### config.mk
export PLATFORM = sky130hd
export DESIGN_NAME = input_fetch
export DESIGN_NICKNAME = d
export VERILOG_FILES = /design/src/rtl/cnn_buf_pkg.sv /design/src/rtl/fetch_skid.sv /design/src/rtl/input_fetch.sv
export SDC_FILE = /design/constraint.sdc
export NUM_CORES = 1
export LEC_CHECK = 0
export CORE_MARGIN = 1.5
export CORE_UTILIZATION = 30
export DETAILED_ROUTE_END_ITERATION = 8
export SLEW_MARGIN = 0
export SYNTH_ARGS = -nofsm -noshare
export SYNTH_HDL_FRONTEND = slang
export SYNTH_SLANG_ARGS = --single-unit
### constraint.sdc
create_clock -name w_clk -period 2.95 [get_ports w_clk]
set_clock_uncertainty 0.2 [all_clocks]
set_input_delay 0.4425 -clock w_clk [delete_from_list [all_inputs] [get_ports w_clk]]
set_output_delay 0.4425 -clock w_clk [all_outputs]
set_load 0.01 [all_outputs]
### src/rtl/cnn_buf_pkg.sv
// cnn_buf_pkg
// Shared definitions for the CNN input buffer fetch path: the fetch FSM
// state encoding and the width of a feature-map memory word address.
// No ports (package).
package cnn_buf_pkg;

  // Memory word address width for feature-map storage.
  localparam int ADDR_W = 14;

  // Fetch controller states.
  typedef enum logic [1:0] {
    IDLE   = 2'b00,
    FETCH  = 2'b01,
    DRAIN  = 2'b10,
    FINISH = 2'b11
  } fetch_state_e;

endpackage

### src/rtl/fetch_skid.sv
// fetch_skid
// One-entry holding register for a memory return that could not be pushed
// into the FIFO in the cycle it arrived.
// Ports:
//   w_clk  - clock, rising edge
//   reset  - synchronous active-low reset, empties the entry
//   load   - capture din, entry becomes valid
//   unload - entry consumed, becomes empty (load wins if both are high)
//   din    - data to capture
//   data   - held element
//   valid  - entry occupied
module fetch_skid #(
  parameter int width = 16
) (
  input  logic             w_clk,
  input  logic             reset,
  input  logic             load,
  input  logic             unload,
  input  logic [width-1:0] din,
  output logic [width-1:0] data,
  output logic             valid
);

  // Holding register and its occupancy flag.
  always_ff @(posedge w_clk) begin
    if (!reset) begin
      valid <= 1'b0;
      data  <= {width{1'b0}};
    end else if (load) begin
      valid <= 1'b1;
      data  <= din;
    end else if (unload) begin
      valid <= 1'b0;
    end else begin
      valid <= valid;
    end
  end

endmodule

### src/rtl/input_fetch.sv
// input_fetch
// Streams input_featuremapsize consecutive memory words, starting at
// initial_address, into a downstream FIFO while honouring its full flag.
// Memory data arrives one cycle after the read strobe; a return that cannot
// be pushed (FIFO full or enable low) is parked in a one-entry skid register,
// and no new read is issued while that entry is occupied, so nothing is lost.
// read_enable, write_enable and fifo_wdata are decoded from registered state
// and the current is_full/enable so a push never coincides with a full FIFO.
// Optional feature: define INPUT_FETCH_STALL_CNT_EN to add stall_count, a
// saturating count of FETCH/DRAIN cycles that saw is_full=1.
// Ports:
//   w_clk, reset          - clock and synchronous active-low reset
//   enable                - run qualifier, low freezes progress
//   initial_address       - first memory word to read
//   input_featuremapsize  - number of elements to fetch
//   is_full               - downstream FIFO full
//   mem_rdata             - memory read data (one cycle after read_enable)
//   c_address/read_enable - memory read port
//   fifo_wdata/write_enable - FIFO push port
//   done                  - all elements pushed, held until enable drops
//   stall_count           - (INPUT_FETCH_STALL_CNT_EN only) stall cycles
module input_fetch
  import cnn_buf_pkg::*;
#(
  parameter int dimdata_size = 16,
  parameter int data_size    = 16
) (
  input  logic                    w_clk,
  input  logic                    reset,
  input  logic                    enable,
  input  logic [ADDR_W-1:0]       initial_address,
  input  logic [dimdata_size-1:0] input_featuremapsize,
  input  logic                    is_full,
  input  logic [data_size-1:0]    mem_rdata,
  output logic [ADDR_W-1:0]       c_address,
  output logic                    read_enable,
  output logic [data_size-1:0]    fifo_wdata,
  output logic                    write_enable,
  output logic                    done
`ifdef INPUT_FETCH_STALL_CNT_EN
  ,
  output logic [15:0]             stall_count
`endif
);

  fetch_state_e            state_r;
  logic [dimdata_size-1:0] issued_r;
  logic [dimdata_size-1:0] pushed_r;
  logic                    ret_valid_r;

  logic                    skid_valid_s;
  logic [data_size-1:0]    skid_data_s;
  logic                    active_s;
  logic                    read_s;
  logic                    unload_s;
  logic                    direct_s;
  logic                    load_s;
  logic                    push_s;
  logic [data_size-1:0]    wdata_s;

  // Read/push decode; the skid entry always drains before fresh return data.
  always_comb begin
    active_s = (state_r == FETCH) || (state_r == DRAIN);
    read_s   = (state_r == FETCH) && enable && !is_full && !skid_valid_s &&
               (issued_r != input_featuremapsize);
    unload_s = active_s && enable && !is_full && skid_valid_s;
    direct_s = active_s && enable && !is_full && !skid_valid_s && ret_valid_r;
    // A return that cannot go straight out is parked in the skid entry.
    load_s   = ret_valid_r && !direct_s;
    push_s   = unload_s || direct_s;
    if (unload_s) begin
      wdata_s = skid_data_s;
    end else if (direct_s) begin
      wdata_s = mem_rdata;
    end else begin
      wdata_s = {data_size{1'b0}};
    end
  end

  assign read_enable  = read_s;
  assign write_enable = push_s;
  assign fifo_wdata   = wdata_s;

  fetch_skid #(
    .width (data_size)
  ) u_skid (
    .w_clk  (w_clk),
    .reset  (reset),
    .load   (load_s),
    .unload (unload_s),
    .din    (mem_rdata),
    .data   (skid_data_s),
    .valid  (skid_valid_s)
  );

  // Fetch FSM with address, issue/push counters and done flag.
  always_ff @(posedge w_clk) begin
    if (!reset) begin
      state_r     <= IDLE;
      c_address   <= {ADDR_W{1'b0}};
      issued_r    <= {dimdata_size{1'b0}};
      pushed_r    <= {dimdata_size{1'b0}};
      ret_valid_r <= 1'b0;
      done        <= 1'b0;
    end else begin
      // Memory data is valid exactly one cycle after a read strobe.
      ret_valid_r <= read_s;
      case (state_r)
        IDLE: begin
          if (enable) begin
            state_r   <= FETCH;
            c_address <= initial_address;
            issued_r  <= {dimdata_size{1'b0}};
            pushed_r  <= {dimdata_size{1'b0}};
            done      <= 1'b0;
          end
        end
        FETCH: begin
          if (read_s) begin
            c_address <= c_address + ADDR_W'(1);
            issued_r  <= issued_r + dimdata_size'(1);
          end
          if (push_s) begin
            pushed_r <= pushed_r + dimdata_size'(1);
          end
          if (issued_r == input_featuremapsize) begin
            if (pushed_r == input_featuremapsize) begin
              state_r <= FINISH;
              done    <= 1'b1;
            end else begin
              state_r <= DRAIN;
            end
          end
        end
        DRAIN: begin
          if (push_s) begin
            pushed_r <= pushed_r + dimdata_size'(1);
          end
          if (pushed_r == input_featuremapsize) begin
            state_r <= FINISH;
            done    <= 1'b1;
          end
        end
        FINISH: begin
          if (!enable) begin
            state_r <= IDLE;
            done    <= 1'b0;
          end
        end
        default: begin
          state_r <= IDLE;
          done    <= 1'b0;
        end
      endcase
    end
  end

`ifdef INPUT_FETCH_STALL_CNT_EN
  logic [15:0] stall_cnt_r;

  // Saturating count of active cycles blocked by a full FIFO.
  always_ff @(posedge w_clk) begin
    if (!reset) begin
      stall_cnt_r <= 16'h0000;
    end else if ((state_r == IDLE) && enable) begin
      stall_cnt_r <= 16'h0000;
    end else if (active_s && is_full && (stall_cnt_r != 16'hFFFF)) begin
      stall_cnt_r <= stall_cnt_r + 16'h0001;
    end else begin
      stall_cnt_r <= stall_cnt_r;
    end
  end

  assign stall_count = stall_cnt_r;
`endif

endmodule

# After elaboration in Yosys (flattened, before gate mapping)

Index checks and enable logic that the tools add are counted.

Flip-flop bits (word level): 67
Output and inout bits: 33
Word-level logic and storage cells: 70
Input bits: 50

Eq/ne operators: 12
Reduce and logical (&&, ||, !) cells: 24
Multiplexer cells: 23
Add/subtract/negate cells: 3

Operators with widths:

| kind                  | count |
|---|---|
| $mux 16               | 5 |
| $pmux 16 s2           | 2 |
| $add 16x1->16 const B | 2 |
| $eq 16x16->1          | 2 |
| $mux 14               | 2 |
| $pmux 14 s2           | 1 |
| $ne 16x16->1          | 1 |
| $add 14x1->14 const B | 1 |
| $logic_and 1x1->1     | 10 |
| $reduce_and 3->1      | 3 |
| $mux 2                | 4 |
| $pmux 2 s4            | 1 |
| $mux 1                | 7 |
| $ne 2x1->1 const B    | 3 |
| $ne 2x2->1 const B    | 3 |
| $reduce_bool 2->1     | 3 |
| $eq 2x2->1 const B    | 2 |
| $pmux 1 s4            | 1 |
| $reduce_and 4->1      | 1 |
| $logic_not 1->1       | 3 |
| $eq 2x1->1 const B    | 1 |
| $logic_not 2->1       | 1 |
| $logic_or 1x1->1      | 2 |
| $reduce_or 2->1       | 1 |

# Logic depth before layout (Yosys ltp)

Gate-level depths: netlist of run 1.

Depth after elaboration: 9
Mapped depth: 10
Gate-level depth less buffers: 8

# By module

Synthesis of run 1 repeated with hierarchy kept, for this count alone.

Cell total of the unflattened synthesis: 461
Area, all modules: 3871.2 µm²

Modules (own cells, without submodules):

| module      | times used | cells each | area an instance (µm²) | sequential area each (µm²) |
|---|---|---|---|---|
| input_fetch | 1          | 407        | 3221.8                 | 1001.0 |
| fetch_skid  | 1          | 54         | 649.4                  | 340.3 |

# Worst setup path before layout of run 1

Ideal clock, no wire load.

Path kind: register to output
Start: reg state_r[0]
End: out fifo_wdata[10]
Data arrival time: 1.954 ns
Stages on the path, launching flop included: 7
Slack: 0.354 ns
Cells stage by stage: dfxtp_1 inv_1 ha_1 nand2_1 nor3b_1 clkbuf_1 a22o_1

Word-level cells in the longest chain between the ends: 8
Elaborated cells between the ends (all ways): 10
Classes of those cells: eq/ne: 2; mux: 2; reduce/logical: 6

Ends and longest elaborated chain:

| item                                     | line                                 | source |
|---|---|---|
| start, declared                          | input_fetch.sv:46                    | `fetch_state_e state_r;` |
| start signal, assigned                   | input_fetch.sv:99                    | `state_r <= IDLE;` |
| start signal, assigned                   | input_fetch.sv:111                   | `state_r <= FETCH;` |
| start signal, assigned                   | input_fetch.sv:128                   | `state_r <= FINISH;` |
| $eq 2x1->1 or $eq 2x2->1 (tied branches) | input_fetch.sv:63                    | `active_s = (state_r == FETCH) \|\| (state_r == DRAIN);` |
| $logic_or 1x1->1 *                       | input_fetch.sv:63                    |  |
| $logic_and 1x1->1 * (2 in a row)         | input_fetch.sv:66, input_fetch.sv:67 |  |
| $logic_and 1x1->1 (2 in a row)           | input_fetch.sv:67                    | `direct_s = active_s && enable && !is_full && !skid_valid_s && ret_valid_r;` |
| $mux 16                                  | input_fetch.sv:73                    | `end else if (direct_s) begin` |
| $mux 16 *                                | input_fetch.sv:71                    | `if (unload_s) begin` |
| end, declared                            | input_fetch.sv:37                    | `output logic [data_size-1:0] fifo_wdata,` |

Every way passes the cells marked *; elsewhere a longest branch is shown, timed or not.

# Final worst setup path of run 1

Start: in input_featuremapsize[1]
End: out read_enable

Word-level cells in the longest chain between the ends: 2

Ends and longest elaborated chain:

| item              | line              | source |
|---|---|---|
| start, declared   | input_fetch.sv:32 | `input logic [dimdata_size-1:0] input_featuremapsize,` |
| $ne 16x16->1      | input_fetch.sv:65 | `(issued_r != input_featuremapsize);` |
| $logic_and 1x1->1 | input_fetch.sv:64 | `read_s = (state_r == FETCH) && enable && !is_full && !skid_valid_s &&` |
| end, declared     | input_fetch.sv:36 | `output logic read_enable,` |

Every way passes these cells.

==> impl_metrics.yaml, run 1 <==
floorplanning:
  start_util: 0.306
  io-pin-count: 83
  die_width_um: 116
  die_y_um: 116
  core_um2: 12500
  rows: 41
  dieArea_um2: 13500
synthesis:
  ys_warn_count: 0
  synth-edff-count: 0
  synth_area_um2: 3830
  synth_seq_cells: 67
  synth_seq_area_share: 0.350
  yosys_most_used_dff: "dfxtp_1"
  muxShareOfSynthArea: 0.00816
  synth_compound_area_frac: 0.220
  synthCells: 485
  synthAdderAreaFrac: 0.0229
  synth_top_family_by_area: "simple AND/OR/NAND/NOR gates"
  avgSynthCellArea_um2: 7.90
  yosysUniqueCellTypes: 56
  synth_xor_area_frac: 0.0937
  syn_nets: 542
  synth-simple-area-share: 0.261
  ys_async_sr_fraction: 0
placement:
  gp_congestion: 0.805
  place_hpwl_um: 8070
  portBuffers: 82
  place_worst_setup_slack_ns: -0.175
  place_area_um2: 5060
power_and_ir_drop:
  pwr_density_cell_nw_per_um2: 588
  p_leak_nw: 2.04
  vdd.ir_drop.worst_mv: 0.343
routing:
  dr.pass1.iters: 6
  totalWireLength_um: 11400
  drt_iter0_drc: 204
  ant_nets: 0
  top_layer: "met4"
  wl_met1_um: 5310
  dr_wl_met2_um: 5340
  wl_met3_um: 591
  viasPerCell: 5.13
  wl_per_cell_um: 14.7
  route.vias.total: 3983
  drc: 0
global_routing:
  antenna_found_initial: 0
  grt_pass1_vias: 3820
  grt_max_degree: 31
  grt_first_pass_wirelength_um: 18700
  overflow: 0
  track_usage: 0.176
worst_setup_path:
  endpoint_kind: "output port"
  critPathBufInv: 4
  critical-path-top-delay-family: "buffers and inverters"
  path_class: "in -> out"
  worstPathArrival_ns: 2.23
  worstSetupStartpointType: "input port"
  slowest_delay_ns: 0.53
  path_max_fanout: 2
  worstPathCellList: "clkdlybuf4s50_1 -> xnor2_1 -> nand4_1 -> nor4_4 -> buf_4 -> or2_4 -> inv_1 -> dlygate4sd2_1"
  crit_path_top_delay_cell: "clkdlybuf4s50_1"
  crit_required_ns: 2.31
sta:
  finalHoldViolations: 0
  grt_setup_unrepaired: "no"
  tns_ns: 0
  fin_crit_sh: 0.974
  slew_viol_final: 0
  setup_viol: 0
  worst_slack_ns: 0.0752
  timing.fmax_mhz: 348
  fin_crit_ns: 2.87
  worst_pin_slew_ns: 0.559
  max_slew_margin: 0.627
run:
  drv_cap: 0
clocking:
  cts_hold_buf: 0
  htree_levels: 3
  numCtsBuffers: 9
  root_buffer: "clkbuf_16"
  clkLatencyLatePin_ns: 0.33
  clock_path_buffers: 2
  cts_sinks: 67
  path_clk_slew_ns: 0.06
  cts_tree: "yes"
hold_path:
  hp-class: "reg -> reg"
layout:
  layout_commonest_cell: "nand2_1"
  postLayoutCellArea_um2: 5470
  final_nets: 657
  antenna_cells: 0
  layout-drive-gt1-share: 0.129
  ff_latch_area_um2: 1340
  area_growth_pct: 42.7
  multi_input_area_um2: 2360
  fillCellCount: 1286
  mostFrequentLayoutCells: "nand2_1, dfxtp_1, clkdlybuf4s50_1"
status:
  status: "complete, no violations"
## per-stage QoR
step | hold slack, ns | std cells | util | power [mW]
after floorplan | 0.236 | 485 | - | 1.61
after global placement | 0.247 | 753 | 0.404 | 2.06
after detailed placement | 0.247 | 753 | 0.404 | 2.08
after CTS | 0.256 | 775 | 0.433 | 3.22
after global routing | 0.283 | 777 | 0.437 | 3.41
final | 0.255 | 777 | 0.437 | 3.22
## Yosys cell counts (8+ instances only)
cell type	n	area [um2]
nand3_1	23	115
or3_1	9	56.3
a21oi_1	45	225
a22o_1	16	140
inv_1	13	48.8
and3_1	8	50.1
xnor2_1	39	342
and2_1	9	56.3
o21ai_0	21	105
nor2_1	29	109
clkbuf_1	22	82.6
nand4_1	14	87.6
nand2_1	68	255
dfxtp_1	67	1340
a31oi_1	10	62.6
## sequential cells by signal, summed over array words and instances (netlist names)
register / count
issued_r: 16
pushed_r: 16
u_skid.data: 16
c_address: 14
state_r: 2
done: 1
ret_valid_r: 1
u_skid.valid: 1
## cells by family (layout without fill, tap and decap cells)
group	after synthesis	count (layout)
and+or+nand+nor	197	197
AOI/OAI and AO/OA	130	130
DFF	67	67
xor gates and xnor gates	41	41
buffers and inverters	40	160
adders and majority gates	7	7
muxes	3	3
## worst register-to-register path: stages, from the launching register on
cell and delay, ns:
dfxtp_1 0.48, xnor2_1 0.15, nand4_1 0.16, nor4_4 0.36
buf_4 0.17, or2_4 0.11, inv_1 0.06, buf_4 0.18
a2111oi_0 0.43, a41o_1 0.13
## final cells by class
class / instances / area share
Clock buffer: 9 / 0.0412
Clock inverter: 7 / 0.0140
Inverter: 13 / 0.00892
Multi-Input combinational cell: 378 / 0.432
Sequential cell: 67 / 0.246
Tap cell: 172 / 0.0394
Timing Repair Buffer: 131 / 0.218
## power by group
part	internal, mW	switching, mW	total [mW]
combinational	0.505	0.552	1.06
sequential	0.985	0.0941	1.08
clock	0.658	0.422	1.08
## per-layer routing
| layer | vias to the layer above | global-route usage |
|---|---|---|
| met1 | 1870 | 0.227 |
| met4 | 0 | 0.0593 |
| met2 | 109 | 0.287 |
| li1 | 1989 | - |
| met5 | - | 0 |
| met3 | 15 | 0.0465 |
## final timing paths
check,startpoint,endpoint,slack (ns),cells after the start
hold reg to reg,u_skid.data[15]$_SDFFE_PN0P_,u_skid.data[15]$_SDFFE_PN0P_,0.25,2
setup / recovery,input_featuremapsize[1],read_enable,0.08,8
setup reg to reg,issued_r[3]$_SDFFE_PN0P_,issued_r[2]$_SDFFE_PN0P_,0.46,9
hold / removal,u_skid.data[15]$_SDFFE_PN0P_,u_skid.data[15]$_SDFFE_PN0P_,0.25,2
## timing repair
action,4_1_cts,5_1_grt
buffers inserted,5,2
resized for setup,24,10
pin swaps,2,3
cloned,1,0
setup endpoints to repair,18,7
No activity file was read; power rests on OpenSTA's default activity.
==> run 2, diff against run 1 <==
==> constraint.sdc (replaced) <==
create_clock -name w_clk -period 3.3 [get_ports w_clk]
set_clock_uncertainty 0.2 [all_clocks]
set_input_delay 0.495 -clock w_clk [delete_from_list [all_inputs] [get_ports w_clk]]
set_output_delay 0.495 -clock w_clk [all_outputs]
set_load 0.01 [all_outputs]
==> run 2 against run 1 <==
Effect of this change: routed wire length fell by 2.9%; sequential power fell by 11%; critical path depth did not move; non-clock buffer count fell by 30; hold slack improved by 0.0035 ns; critical endpoint unchanged; critical path type unchanged; cell area fell by 3.2%.
==> impl_metrics.yaml, run 2 (synthesis results as in run 1) <==
global_routing:
  grtUsageMet3: 0.0513
  antenna_found_initial: 0
  overflow: 0
  met1_usage: 0.209
  top_usage_layer: "met2"
  grt_pass1_vias: 3689
  grt_max_degree: 31
  met2_usage: 0.278
  grt_first_pass_wirelength_um: 17700
  track_usage: 0.167
layout:
  antenna_cells: 0
  area_growth_pct: 38.2
  mostFrequentLayoutCells: "clkdlybuf4s50_1, nand2_1, dfxtp_1"
  largestRegisters: "issued_r: 16 flops, pushed_r: 16 flops, u_skid.data: 16 flops"
  final_nets: 627
  layout-drive-gt1-share: 0.0800
  fillCellCount: 1303
  layout_commonest_cell: "clkdlybuf4s50_1"
worst_setup_path:
  endpoint_kind: "output port"
  path_max_fanout: 2
  crit-reg2reg-launch: "state_r[1]$_SDFFE_PN0P_"
  worstPathArrival_ns: 2.55
  crit_start: "input_featuremapsize[2]"
  worstSetupStartpointType: "input port"
  crit_required_ns: 2.60
  path_class: "in -> out"
power_and_ir_drop:
  p_total_mw: 3.02
  power_frac_clock: 0.392
  p_switching_mw: 0.934
  swShare: 0.309
  pwr-share-comb: 0.290
  p_leak_nw: 1.75
  pwr_density_cell_nw_per_um2: 570
  vdd.ir_drop.worst_mv: 0.290
  p_seq_frac: 0.318
  p_int_mw: 2.09
clocking:
  clock_path_buffers: 2
  root_buffer: "clkbuf_16"
  path_clk_slew_ns: 0.06
  clkLatencyLatePin_ns: 0.33
  htree_levels: 3
  numCtsBuffers: 9
  cts_sinks: 67
  cts_tree: "yes"
sta:
  fin_crit_sh: 0.984
  timing.fmax_mhz: 308
  slew_viol_final: 0
  finalHoldViolations: 0
  max_slew_margin: 0.592
  grt_setup_unrepaired: "no"
  setup_viol: 0
  tns_ns: 0
  fin_crit_ns: 3.25
  worst_pin_slew_ns: 0.612
floorplanning:
  core_um2: 12500
  io-pin-count: 83
  dieArea_um2: 13500
  start_util: 0.306
  rows: 41
  die_width_um: 116
  die_y_um: 116
routing:
  drc: 0
  route.vias.total: 3894
  viasPerCell: 5.21
  wl_per_cell_um: 14.8
  dr.pass1.iters: 4
  ant_nets: 0
  totalWireLength_um: 11100
  drt_iter0_drc: 252
status:
  status: "complete, no violations"
placement:
  gp_congestion: 0.832
  portBuffers: 82
  place_hpwl_um: 7940
hold_path:
  hp-class: "reg -> reg"
  hold_start: "u_skid.data[4]$_SDFFE_PN0P_"
run:
  drv_cap: 0
-- run 2: changes by cell type in the layout (fill, tap and decap cells not counted), moves of 2 or more --
| cell | previous run | this run |
|---|---|---|
| dfxtp_1 | 65 | 67 |
| clkinv_4 | 2 | 0 |
| clkdlybuf4s50_1 | 60 | 82 |
| dlymetal6s2s_1 | 7 | 0 |
| bufinv_16 | 1 | 4 |
| dfxtp_2 | 2 | 0 |
| dlygate4sd2_1 | 15 | 0 |
| buf_4 | 47 | 18 |
-- run 2: power by group through the flow --
stage	Sequential (mW)	Clock (mW)	Combinational, mW
global placement	0.974	0	0.832
CTS	0.960	1.21	0.850
detailed placement	0.977	0	0.842
global route	0.973	1.24	0.959
finish	0.961	1.18	0.875
floorplan	0.979	0	0.460
-- run 2: per-layer routing --
metal,routed length [um],vias to the layer above
met5,0,-
met4,107,0
met3,712,10
met2,5260,108
met1,5000,1840
li1,-,1936
-- run 2: cell type report --
class	count	area [um2]	area share
clock buffer	9	225	0.0425
clock inverter	7	140	0.0265
inverter	13	48.8	0.00921
multi-input combinational	378	2360	0.445
sequential	67	1340	0.253
tap	172	215	0.0406
timing repair buffer	101	967	0.183
-- run 2: what timing repair did --
item,in CTS,in global routing
endpoints found under the setup margin,13,18
hold buffers,0,0
buffers inserted,0,0
resized for setup,3,4
-- run 2: path summary, 6_finish.rpt --
| check | endpoint | slack (ns) | cells after the start |
|---|---|---|---|
| max reg2reg | pushed_r[15]$_SDFFE_PN0P_ | 0.70 | 9 |
| min reg2reg | u_skid.data[4]$_SDFFE_PN0P_ | 0.26 | 2 |
| max | read_enable | 0.05 | 8 |
| min | u_skid.data[4]$_SDFFE_PN0P_ | 0.26 | 2 |
-- run 2: metrics by stage --
stage | hold slack, ns | std cells | setup WS [ns] | area [um2] | utilization
after floorplan | 0.236 | 485 | 0.651 | 3830 | -
after global placement | 0.247 | 731 | -0.0590 | 4890 | 0.391
after detailed placement | 0.252 | 731 | -0.000257 | 4890 | 0.391
after CTS | 0.260 | 747 | 0.0368 | 5270 | 0.421
after global routing | 0.278 | 747 | 0.00619 | 5300 | 0.423
final | 0.258 | 747 | 0.0524 | 5300 | 0.423
-- run 2: critical path: stages --
cell and delay (ns):
clkdlybuf4s50_1 0.57, xnor2_1 0.14, nand4_1 0.18, nor4_4 0.35
buf_4 0.17, or2_4 0.11, inv_1 0.06, clkdlybuf4s50_1 0.48
